`src/rtl/nexys_keypad_scanner.sv`:
```
// 4x4 matrix keypad scanner: column scan, full-map debounce, single-press events
// and an 8-digit hex entry buffer that feeds the 7-segment display driver.
module nexys_keypad_scanner #(
   parameter int unsigned PRESCALE       = 100,
   parameter int unsigned COL_TICKS      = 250,
   parameter int unsigned DEBOUNCE_SCANS = 8
) (
   input  logic        CLK,
   input  logic        RST_N,
   input  logic [3:0]  ROW,
   input  logic        CLR,
   output logic [3:0]  COL,
   output logic [15:0] KEY_MAP,
   output logic        KEY_DOWN,
   output logic        MULTI,
   output logic [3:0]  KEY_CODE,
   output logic        KEY_VALID,
   output logic [31:0] HEX_OUT,
   output logic [7:0]  DIGIT_EN
);

   localparam int unsigned PW = (PRESCALE > 1) ? $clog2(PRESCALE) : 1;
   localparam int unsigned DW = $clog2(COL_TICKS);
   localparam int unsigned BW = $clog2(DEBOUNCE_SCANS);
   localparam logic [PW-1:0] PRE_LAST = PW'(PRESCALE - 1);
   localparam logic [DW-1:0] DW_LAST  = DW'(COL_TICKS - 1);
   localparam logic [BW-1:0] DB_LAST  = BW'(DEBOUNCE_SCANS - 1);
   // Nibble i holds the key legend for map bit i (column*4 + row).
   localparam logic [63:0] CODE_LUT = 64'hDCBA_E963_F852_0741;

   logic          run_q, run_d;
   logic [3:0]    row_s1_q, row_s1_d, row_s2_q, row_s2_d;
   logic [PW-1:0] pre_q, pre_d;
   logic [DW-1:0] dwell_q, dwell_d;
   logic [1:0]    ci_q, ci_d;
   logic [15:0]   snap_q, snap_d, prev_q, prev_d;
   logic [BW-1:0] dbcnt_q, dbcnt_d;
   logic [15:0]   key_map_q, key_map_d, km_dly_q, km_dly_d;
   logic          key_valid_q, key_valid_d;
   logic [3:0]    key_code_q, key_code_d;
   logic [31:0]   hex_q, hex_d;
   logic [7:0]    den_q, den_d;
   logic          tick, scan_done, fire;
   logic [3:0]    code;

   function automatic logic [3:0] code_of(input logic [15:0] map);
      logic [3:0] idx;
      idx = '0;
      for (int unsigned i = 0; i < 16; i++) begin
         if (map[i]) idx = 4'(i);
      end
      return CODE_LUT[{idx, 2'b00} +: 4];
   endfunction

   always_comb begin
      run_d       = 1'b1;
      row_s1_d    = ROW;
      row_s2_d    = row_s1_q;
      pre_d       = pre_q;
      dwell_d     = dwell_q;
      ci_d        = ci_q;
      snap_d      = snap_q;
      prev_d      = prev_q;
      dbcnt_d     = dbcnt_q;
      key_map_d   = key_map_q;
      km_dly_d    = key_map_q;
      key_valid_d = 1'b0;
      key_code_d  = key_code_q;
      hex_d       = hex_q;
      den_d       = den_q;
      scan_done   = 1'b0;

      tick = run_q && (pre_q == PRE_LAST);
      if (run_q) pre_d = tick ? '0 : pre_q + PW'(1);

      if (tick) begin
         if (dwell_q == DW_LAST) begin
            dwell_d = '0;
            ci_d    = ci_q + 2'd1;
            for (int unsigned r = 0; r < 4; r++) begin
               snap_d[{ci_q, r[1:0]}] = ~row_s2_q[r];
            end
            scan_done = (ci_q == 2'd3);
         end else begin
            dwell_d = dwell_q + DW'(1);
         end
      end

      // Debounce compares the freshly completed snapshot, column 3 included.
      if (scan_done) begin
         prev_d = snap_d;
         if (snap_d == prev_q) dbcnt_d = (dbcnt_q == DB_LAST) ? DB_LAST : dbcnt_q + BW'(1);
         else                  dbcnt_d = '0;
         if ((dbcnt_d == DB_LAST) && (snap_d != key_map_q)) key_map_d = snap_d;
      end

      // Event only on a 0 -> single-key transition, seen one cycle after the map update.
      fire = (km_dly_q == '0) && (key_map_q != '0) &&
             ((key_map_q & (key_map_q - 16'd1)) == '0);
      code = code_of(key_map_q);
      if (fire) begin
         key_valid_d = 1'b1;
         key_code_d  = code;
         hex_d       = CLR ? {28'h0, code} : {hex_q[27:0], code};
         den_d       = CLR ? 8'h01 : {den_q[6:0], 1'b1};
      end else if (CLR) begin
         hex_d = '0;
         den_d = '0;
      end
   end

   always_ff @(posedge CLK or negedge RST_N) begin
      if (!RST_N) begin
         run_q       <= 1'b0;
         row_s1_q    <= '1;
         row_s2_q    <= '1;
         pre_q       <= '0;
         dwell_q     <= '0;
         ci_q        <= '0;
         snap_q      <= '0;
         prev_q      <= '0;
         dbcnt_q     <= '0;
         key_map_q   <= '0;
         km_dly_q    <= '0;
         key_valid_q <= 1'b0;
         key_code_q  <= '0;
         hex_q       <= '0;
         den_q       <= '0;
      end else begin
         run_q       <= run_d;
         row_s1_q    <= row_s1_d;
         row_s2_q    <= row_s2_d;
         pre_q       <= pre_d;
         dwell_q     <= dwell_d;
         ci_q        <= ci_d;
         snap_q      <= snap_d;
         prev_q      <= prev_d;
         dbcnt_q     <= dbcnt_d;
         key_map_q   <= key_map_d;
         km_dly_q    <= km_dly_d;
         key_valid_q <= key_valid_d;
         key_code_q  <= key_code_d;
         hex_q       <= hex_d;
         den_q       <= den_d;
      end
   end

   assign COL       = run_q ? ~(4'b0001 << ci_q) : 4'b1111;
   assign KEY_MAP   = key_map_q;
   assign KEY_DOWN  = |key_map_q;
   assign MULTI     = (key_map_q & (key_map_q - 16'd1)) != '0;
   assign KEY_CODE  = key_code_q;
   assign KEY_VALID = key_valid_q;
   assign HEX_OUT   = hex_q;
   assign DIGIT_EN  = den_q;

endmodule
```
`config.mk`:
```
export PLATFORM = sky130hd
export DESIGN_NAME = nexys_keypad_scanner
export DESIGN_NICKNAME = d
export VERILOG_FILES = /design/src/rtl/nexys_keypad_scanner.sv
export SDC_FILE = /design/constraint.sdc
export NUM_CORES = 1
export LEC_CHECK = 0
export CORE_MARGIN = 2
export CORE_UTILIZATION = 55
export CTS_CLUSTER_SIZE = 30
export DETAILED_ROUTE_END_ITERATION = 8
export PLACE_DENSITY = 0.83
export SYNTH_ARGS = -nofsm -noshare
export SYNTH_HDL_FRONTEND = slang
export SYNTH_SLANG_ARGS = --single-unit
```
`constraint.sdc`:
```
create_clock -name CLK -period 5.1 [get_ports CLK]
set_input_delay 1.02 -clock CLK [delete_from_list [all_inputs] [get_ports CLK]]
set_output_delay 1.02 -clock CLK [all_outputs]
set_load 0.02 [all_outputs]
```
[Word-level counts from Yosys, hierarchy flattened]
Cells that the tools add are included.
Word-level totals
  logic and storage cells: 103
  register bits after elaboration: 138
  output and inout bits: 67
Operators by class
  $lt $le $gt $ge: 8
  bitwise logic cells: 6
  $add $sub $neg: 5
  shift operators: 2
  reductions and logical operators: 16
  muxes and demuxes: 44
  eq/ne operators: 7
Operator list (number)
  two-way mux 32 bit: 3
  bitwise mux 16 bit: 4
  variable part select 64 x 7 -> 4 bit (first input constant): 1
  two-way mux 4 bit: 15
  zero test 16 bit: 2
  two-way mux 16 bit: 2
  two-way mux 8 bit: 4
  nonzero test 16 bit: 2
  less-than comparator 4 x 5 -> 1 bit (second input constant): 4
  bitwise AND 16 bit: 1
  == test 16 bit: 1
  >= comparator 4 x 1 -> 1 bit (second input constant): 4
  inequality test 16 bit: 1
  OR reduction 16 bit: 1
  subtractor 16 x 1 -> 16 bit (second input constant): 1
  two-way mux 3 bit: 3
  adder 8 x 1 -> 8 bit (second input constant): 1
  demux 1 bit (select 2 bit): 4
  == test 8 bit (second input constant): 1
  logical AND 1 bit: 8
  two-way mux 1 bit: 8
  adder 7 x 1 -> 7 bit (second input constant): 1
  == test 7 bit (second input constant): 1
  two-way mux 7 bit: 1
  9 further kinds: 14

[Logic depth before layout (Yosys ltp)]
  depth after elaboration: 18
  gate-level depth with buffers: 13
  mapped depth without buffers: 10

[Worst setup path before layout]
No wires, ideal clock.
  path type: reg2reg
  start point: register dwell_q[1]
  end point: register key_map_q[13] (netlist: KEY_MAP[13])
  cell stages (with the launch flop): 13
  buffers on the path: 2
  data arrival time: 3377 ps
  slack: 1596 ps
  setup time: 128 ps
  clock period less this slack: 3504 ps
  cell sequence: dfrtp_1 inv_1 ha_1 and4_1 and4_1 buf_4 mux2i_1 o22ai_1 or4_1 or4_4 nor3_4 buf_6 mux2_1
On the way
  word-level cells in the longest chain between the ends: 9
RTL lines
  start, declared: RTL line 34  | logic [DW-1:0] dwell_q, dwell_d;
  start signal, assigned: RTL line 134  | dwell_q <= dwell_d;
  == test 8 bit (*): RTL line 77  | if (dwell_q == DW_LAST) begin
  two-way mux 16 bit: RTL line 77
  two-way mux 16 bit: RTL line 76  | if (tick) begin
  == test 16 bit: RTL line 92  | if (snap_d == prev_q) dbcnt_d = (dbcnt_q == DB_LAST) ? DB_LAST : dbcnt_q + BW'(1);
  two-way mux 3 bit: RTL line 92
  two-way mux 3 bit: RTL line 90  | if (scan_done) begin
  == test 3 bit: RTL line 94  | if ((dbcnt_d == DB_LAST) && (snap_d != key_map_q)) key_map_d = snap_d;
  logical AND 1 bit: RTL line 94
  AND reduction 2 bit (no line)
  end signal, assigned: RTL line 139  | key_map_q <= key_map_d;
  end, declared: RTL line 38  | logic [15:0] key_map_q, key_map_d, km_dly_q, km_dly_d;
Mark *: on every way between the ends. The rest lies on a longest branch, timed or not. The select of a mux whose other input is x is not followed.
A chain may end at the register's enable or synchronous reset.

[Worst setup path in the final report]
  start point: register dwell_q[1]
  end point: register key_map_q[15] (netlist: KEY_MAP[15])
Same word-level chain as after synthesis.

==> out/metrics.cfg <==
[cts]
cts_tree = done
ctsResizeCount = 0
h-tree-depth = 4
clockRootBuffer = clkbuf_16
postCtsSetupBuffers = 0
numCtsBuffers = 17
worstSkewPairLatency_ns = 0.43
ctsLongestPathBuffers = 2
hold_buffers = 0
clock_sinks = 138
worst_setup_hold_path_clk_slew_ns = 0.06

[power_and_ir_drop]
ir_drop_v = 0.000203
power_density_nw_per_um2 = 308
cellLeakagePower_nw = 3.58

[routing]
wire_per_inst_um = 18.4
drt_iter0_markers = 530
drc_errors = 0
ant_nets = 0
routed_via_density = 6.03
vias = 5304
first_pass_iters = 5
drt-total-wl_um = 16200

[synth]
synthXorXnorAreaFrac = 0.0313
synth_flop_cell = dfrtp_1
synth-edff-count = 0
yosysSeqAreaShare = 0.516
synthAdderAreaFrac = 0.0179
async_flop_share = 1.00
ys_warn_count = 0
synth_top_family_by_area = simple AND/OR/NAND/NOR gates
syn_avg_cell_area_um2 = 10.2
synth-seq-cells = 138
synthMuxAreaShare = 0.0984
synth-compound-area-share = 0.139
synth-simple-area-share = 0.152
synth_cell_type_count = 64
synth.net_count = 675
syn-cell-area_um2 = 6710
syn_inst = 660

[final_layout]
stdcell_area_um2 = 8110
final_nets = 736
multi_input_area_um2 = 2950
area_delta_synth_final_pct = 20.8
drive_gt1_frac = 0.0846
diodes = 0
num-fill-cells = 851
final-seq-area_um2 = 3460

[placement]
finalWeightedCongestion = 0.947
hpwl_um = 11300
place.port_buffers = 73
place_area_um2 = 7520

[floorplan]
io_pins = 74
rows = 40
die_x_um = 114
fp.dieArea_um2 = 13100
die_h_um = 114
initial_utilization = 0.561
core_area_um2 = 12000

[sta]
whs_ns = 0.354
period_share = 0.840
setup_viol = 0
finalHoldViolations = 0
max_freq_ghz = 0.233
rsz0062_at_grt = false
fin_worst_skew_ns = 0.0172
relSlewSlack = 0.413
fin_setup_tns_ns = 0
maxSlewViolCount = 0
fin_crit_ns = 4.28
tightest_slew_ns = 0.877

[min_path]
hold_path.class = reg -> reg

[worst_setup_path]
required_ns = 5.40
critPathMaxStageDelay_ns = 0.76
critPathBufInv = 1
crit_type = reg -> reg
endpoint_kind = register
path_cells = inv_1 > ha_1 > and4_1 > and4_1 > a21boi_1 > or3_1 > a22o_1 > or4_4 > nor3_4 > mux2_1
arrival_ns = 4.58
cpMostUsedCell = and4_1
start_kind = register
path_max_fanout = 19
crit_family = simple AND/OR/NAND/NOR gates
timing.critical_path.slowest_stage_cell = nor3_4

[outcome]
outcome = completed

[run]
cap_violations = 0

[grt]
grt_pass1_vias = 5330
gr-total-overflow = 0
grt_pass1_wl_um = 26800
antenna_found_initial = 0
grt_use_total = 0.264
grt_max_degree = 59

## metrics by stage
stage               setup WS, ns  cells  utilization  total power (W)
finish                     0.817    880        0.678          0.00250
global route               0.525    880        0.678          0.00259
CTS                        0.861    880        0.678          0.00251
detailed placement         0.875    849        0.628          0.00130
global placement           0.947    849        0.628          0.00129
floorplan                   1.60    660            -          0.00125
## report_power, final
group / internal (W) / switching, W
Combinational: 0.0000475 / 0.0000554
Clock: 0.000747 / 0.000472
Sequential: 0.00113 / 0.0000497
Total: 0.00192 / 0.000577
## area by class of cell
class | instances | area share
well taps | 147 | 0.0227
clock inverters | 12 | 0.0171
repair buffers | 80 | 0.0963
flip-flops and latches | 138 | 0.427
inverters | 36 | 0.0167
clock buffers | 19 | 0.0559
multi-input cells | 448 | 0.364
## flip-flops by register name, summed over array words and instances, names as in the netlist, 2 cells and up
signal	count
HEX_OUT	32
KEY_MAP	16
km_dly_q	16
prev_q	16
snap_q	16
DIGIT_EN	8
dwell_q	8
pre_q	7
KEY_CODE	4
row_s1_q	4
row_s2_q	4
dbcnt_q	3
ci_q	2
## worst paths after layout
kind                        startpoint  slack [ns]           to  cells past startpoint
setup reg to reg            dwell_q[1]        0.82  KEY_MAP[15]                     10
max in group asynchronous        RST_N        3.35   prev_q[10]                      2
min in group asynchronous        RST_N        0.64  DIGIT_EN[3]                      1
setup / recovery            dwell_q[1]        0.82  KEY_MAP[15]                     10
hold reg to reg            row_s1_q[2]        0.35  row_s2_q[2]                      0
hold / removal             row_s1_q[2]        0.35  row_s2_q[2]                      0
## metal layers
| metal | vias to the layer above | routed length (µm) | GRT usage |
|---|---|---|---|
| li1 | 2457 | - | - |
| met1 | 2563 | 6800 | 0.352 |
| met2 | 253 | 7990 | 0.421 |
| met3 | 31 | 1130 | 0.0582 |
| met4 | 0 | 295 | 0.107 |
| met5 | - | 0 | 0 |
## synthesized netlist by cell type, types with 9 or more instances
cell        n  area share
dfrtp_1   130        0.48
nor2_1     77       0.043
mux2i_1    48       0.072
o21ai_0    48       0.036
nand2_1    47       0.026
inv_1      36       0.020
clkbuf_1   28       0.016
a21oi_1    20       0.015
mux2_1     13       0.022
nor3_1     13      0.0097
xnor2_1    13       0.017
o211ai_1   12       0.013
xor2_1     11       0.014
nor4_1      9      0.0084
## layout by cell type, fill, tap and decap left out, types with 4 or more instances in the layout
| cell type | Yosys | final |
|---|---|---|
| a21boi_1 | 4 | 4 |
| nor2b_1 | 5 | 5 |
| o211ai_1 | 12 | 12 |
| clkbuf_16 | 0 | 17 |
| xor2_1 | 11 | 11 |
| mux2i_1 | 48 | 48 |
| nor2_1 | 77 | 77 |
| buf_4 | 2 | 8 |
| and4_1 | 4 | 4 |
| inv_1 | 36 | 36 |
| o22ai_1 | 8 | 8 |
| or3_1 | 5 | 5 |
| nor4_1 | 9 | 9 |
| or4_1 | 5 | 5 |
| clkinv_4 | 0 | 4 |
| dfstp_2 | 8 | 8 |
| mux2_1 | 13 | 13 |
| xnor2_1 | 13 | 13 |
| a31oi_1 | 4 | 4 |
| a21oi_1 | 20 | 20 |
| or2_2 | 6 | 6 |
| clkdlybuf4s50_1 | 0 | 72 |
| dfrtp_1 | 130 | 130 |
| a22o_1 | 4 | 4 |
| o31ai_1 | 4 | 4 |
| o21bai_1 | 4 | 4 |
| o21ai_0 | 48 | 48 |
| o2111ai_1 | 5 | 5 |
| nand3_1 | 8 | 8 |
| nand2_1 | 47 | 47 |
| nand2b_1 | 4 | 4 |
| a21o_1 | 5 | 5 |
| a221oi_1 | 5 | 5 |
| nand4_1 | 6 | 6 |
| ha_1 | 8 | 8 |
| nor3_1 | 13 | 13 |
## kinds of logic (layout without fill, tap and decap cells)
kind of cell / after synthesis / after routing
flops: 138 / 138
xor+xnor: 24 / 24
mux: 64 / 64
buf+inv: 74 / 147
fa+ha+maj: 10 / 10
compound gates: 144 / 144
other cells: 1 / 1
simple gates: 205 / 205
No activity file was read; power rests on OpenSTA's default activity.
==> RTL change: new RTL, same settings <==
Change the parameter `COL_TICKS` from 250 to 500.
--- a/src/rtl/nexys_keypad_scanner.sv
+++ b/src/rtl/nexys_keypad_scanner.sv
@@ -4,3 +4,3 @@
    parameter int unsigned PRESCALE       = 100,
-   parameter int unsigned COL_TICKS      = 250,
+   parameter int unsigned COL_TICKS      = 500,
    parameter int unsigned DEBOUNCE_SCANS = 8
Check against the original RTL: no difference found for any inputs over 10 cycles, from zero or initial values and one cycle with RST_N low; that may be too few to reach the edited logic, so the function may still have changed.
==> RTL change against the unedited design <==
Sequential cell count increased by 1. Register-to-register slack improved by 130 ps. Synthesized cell count increased by 1.7%. Power increased by 3.3%. Worst setup slack improved by 79 ps. Area after synthesis increased by 0.39%. Highest routed layer unchanged. Fmax increased by 1.9%. Largest power group unchanged. Cell area about the same. Core utilization increased by 0.063 points. Wire length decreased by 0.28%. Non-clock buffer count decreased by 2.
==> RTL change: results <==
set metrics [dict create \
    outcome "complete, no violations" \
    signal_buffers 78 \
    multi_input_gates 459 \
    dp_hpwl_mm 10.92 \
    via_per_inst 6.102 \
    ys_top_cells_by_area "dfrtp_1, nand2_1, a21oi_1, dfstp_2, mux2_2" \
    seq_area_frac_synth 0.5176 \
    critPathSlowestCell "or4_1" \
    inv_count 33 \
    synthMuxAreaShare 0.07148 \
    fillerInstances 897 \
    avgSynthCellArea_um2 10.04 \
    worst_pin_slew_ps 889.3 \
    synth_fa_ha_area_frac 0.01448 \
    synth_commonest_cells "dfrtp_1, nand2_1, a21oi_1" \
    finClkSkew_ps 7.929 \
    grt_usage 0.2611 \
    netSwitchingFraction 0.2171 \
    combinationalPowerShare 0.039 \
    clock_cell_area_share 0.07740 \
    leakagePower_nw 3.718 \
    grt_pass1_wl_mm 26.69 \
    syn_area_um2 6739 \
    rr_worst_depth 9 \
    hold_path.startpoint "row_s1_q[0]$_DFF_PN1_" \
    grt_max_degree 98 \
    p_clk_frac 0.505 \
    fin_nets 742 \
    nClkBuffers 21 \
    synth.distinct_cells 66 \
    syn-num-nets 685 \
    place_area_um2 7487 \
]
-- RTL change: changes by cell type in the layout (fill, tap and decap cells not counted), moves of 9 or more --
cell / delta
o211ai_1: -11
nand2_1: +75
mux2_2: +15
mux2i_1: -32
a21oi_1: +38
mux2_1: -13
nor2_1: -57
o21ai_0: -9
-- RTL change: final timing paths --
kind | end | slack [ps]
worst min register to register | row_s2_q[0]$_DFF_PN1_ | 360
worst min-delay path | row_s2_q[0]$_DFF_PN1_ | 360
max in group asynchronous | HEX_OUT[18]$_DFFE_PN0P_ | 3410
min in group asynchronous | KEY_MAP[6]$_DFFE_PN0P_ | 670
worst max register to register | KEY_MAP[6]$_DFFE_PN0P_ | 950
worst max-delay path | MULTI | 900
-- RTL change: metal layers --
metal,global-route usage,routed length (um),up-vias,part of all wire
met5,0,0,-,0
met3,0.06088,1016,65,0.063
met1,0.3379,6707,2649,0.41
li1,-,-,2466,-
met4,0.1285,563,0,0.035
met2,0.4154,7892,239,0.49
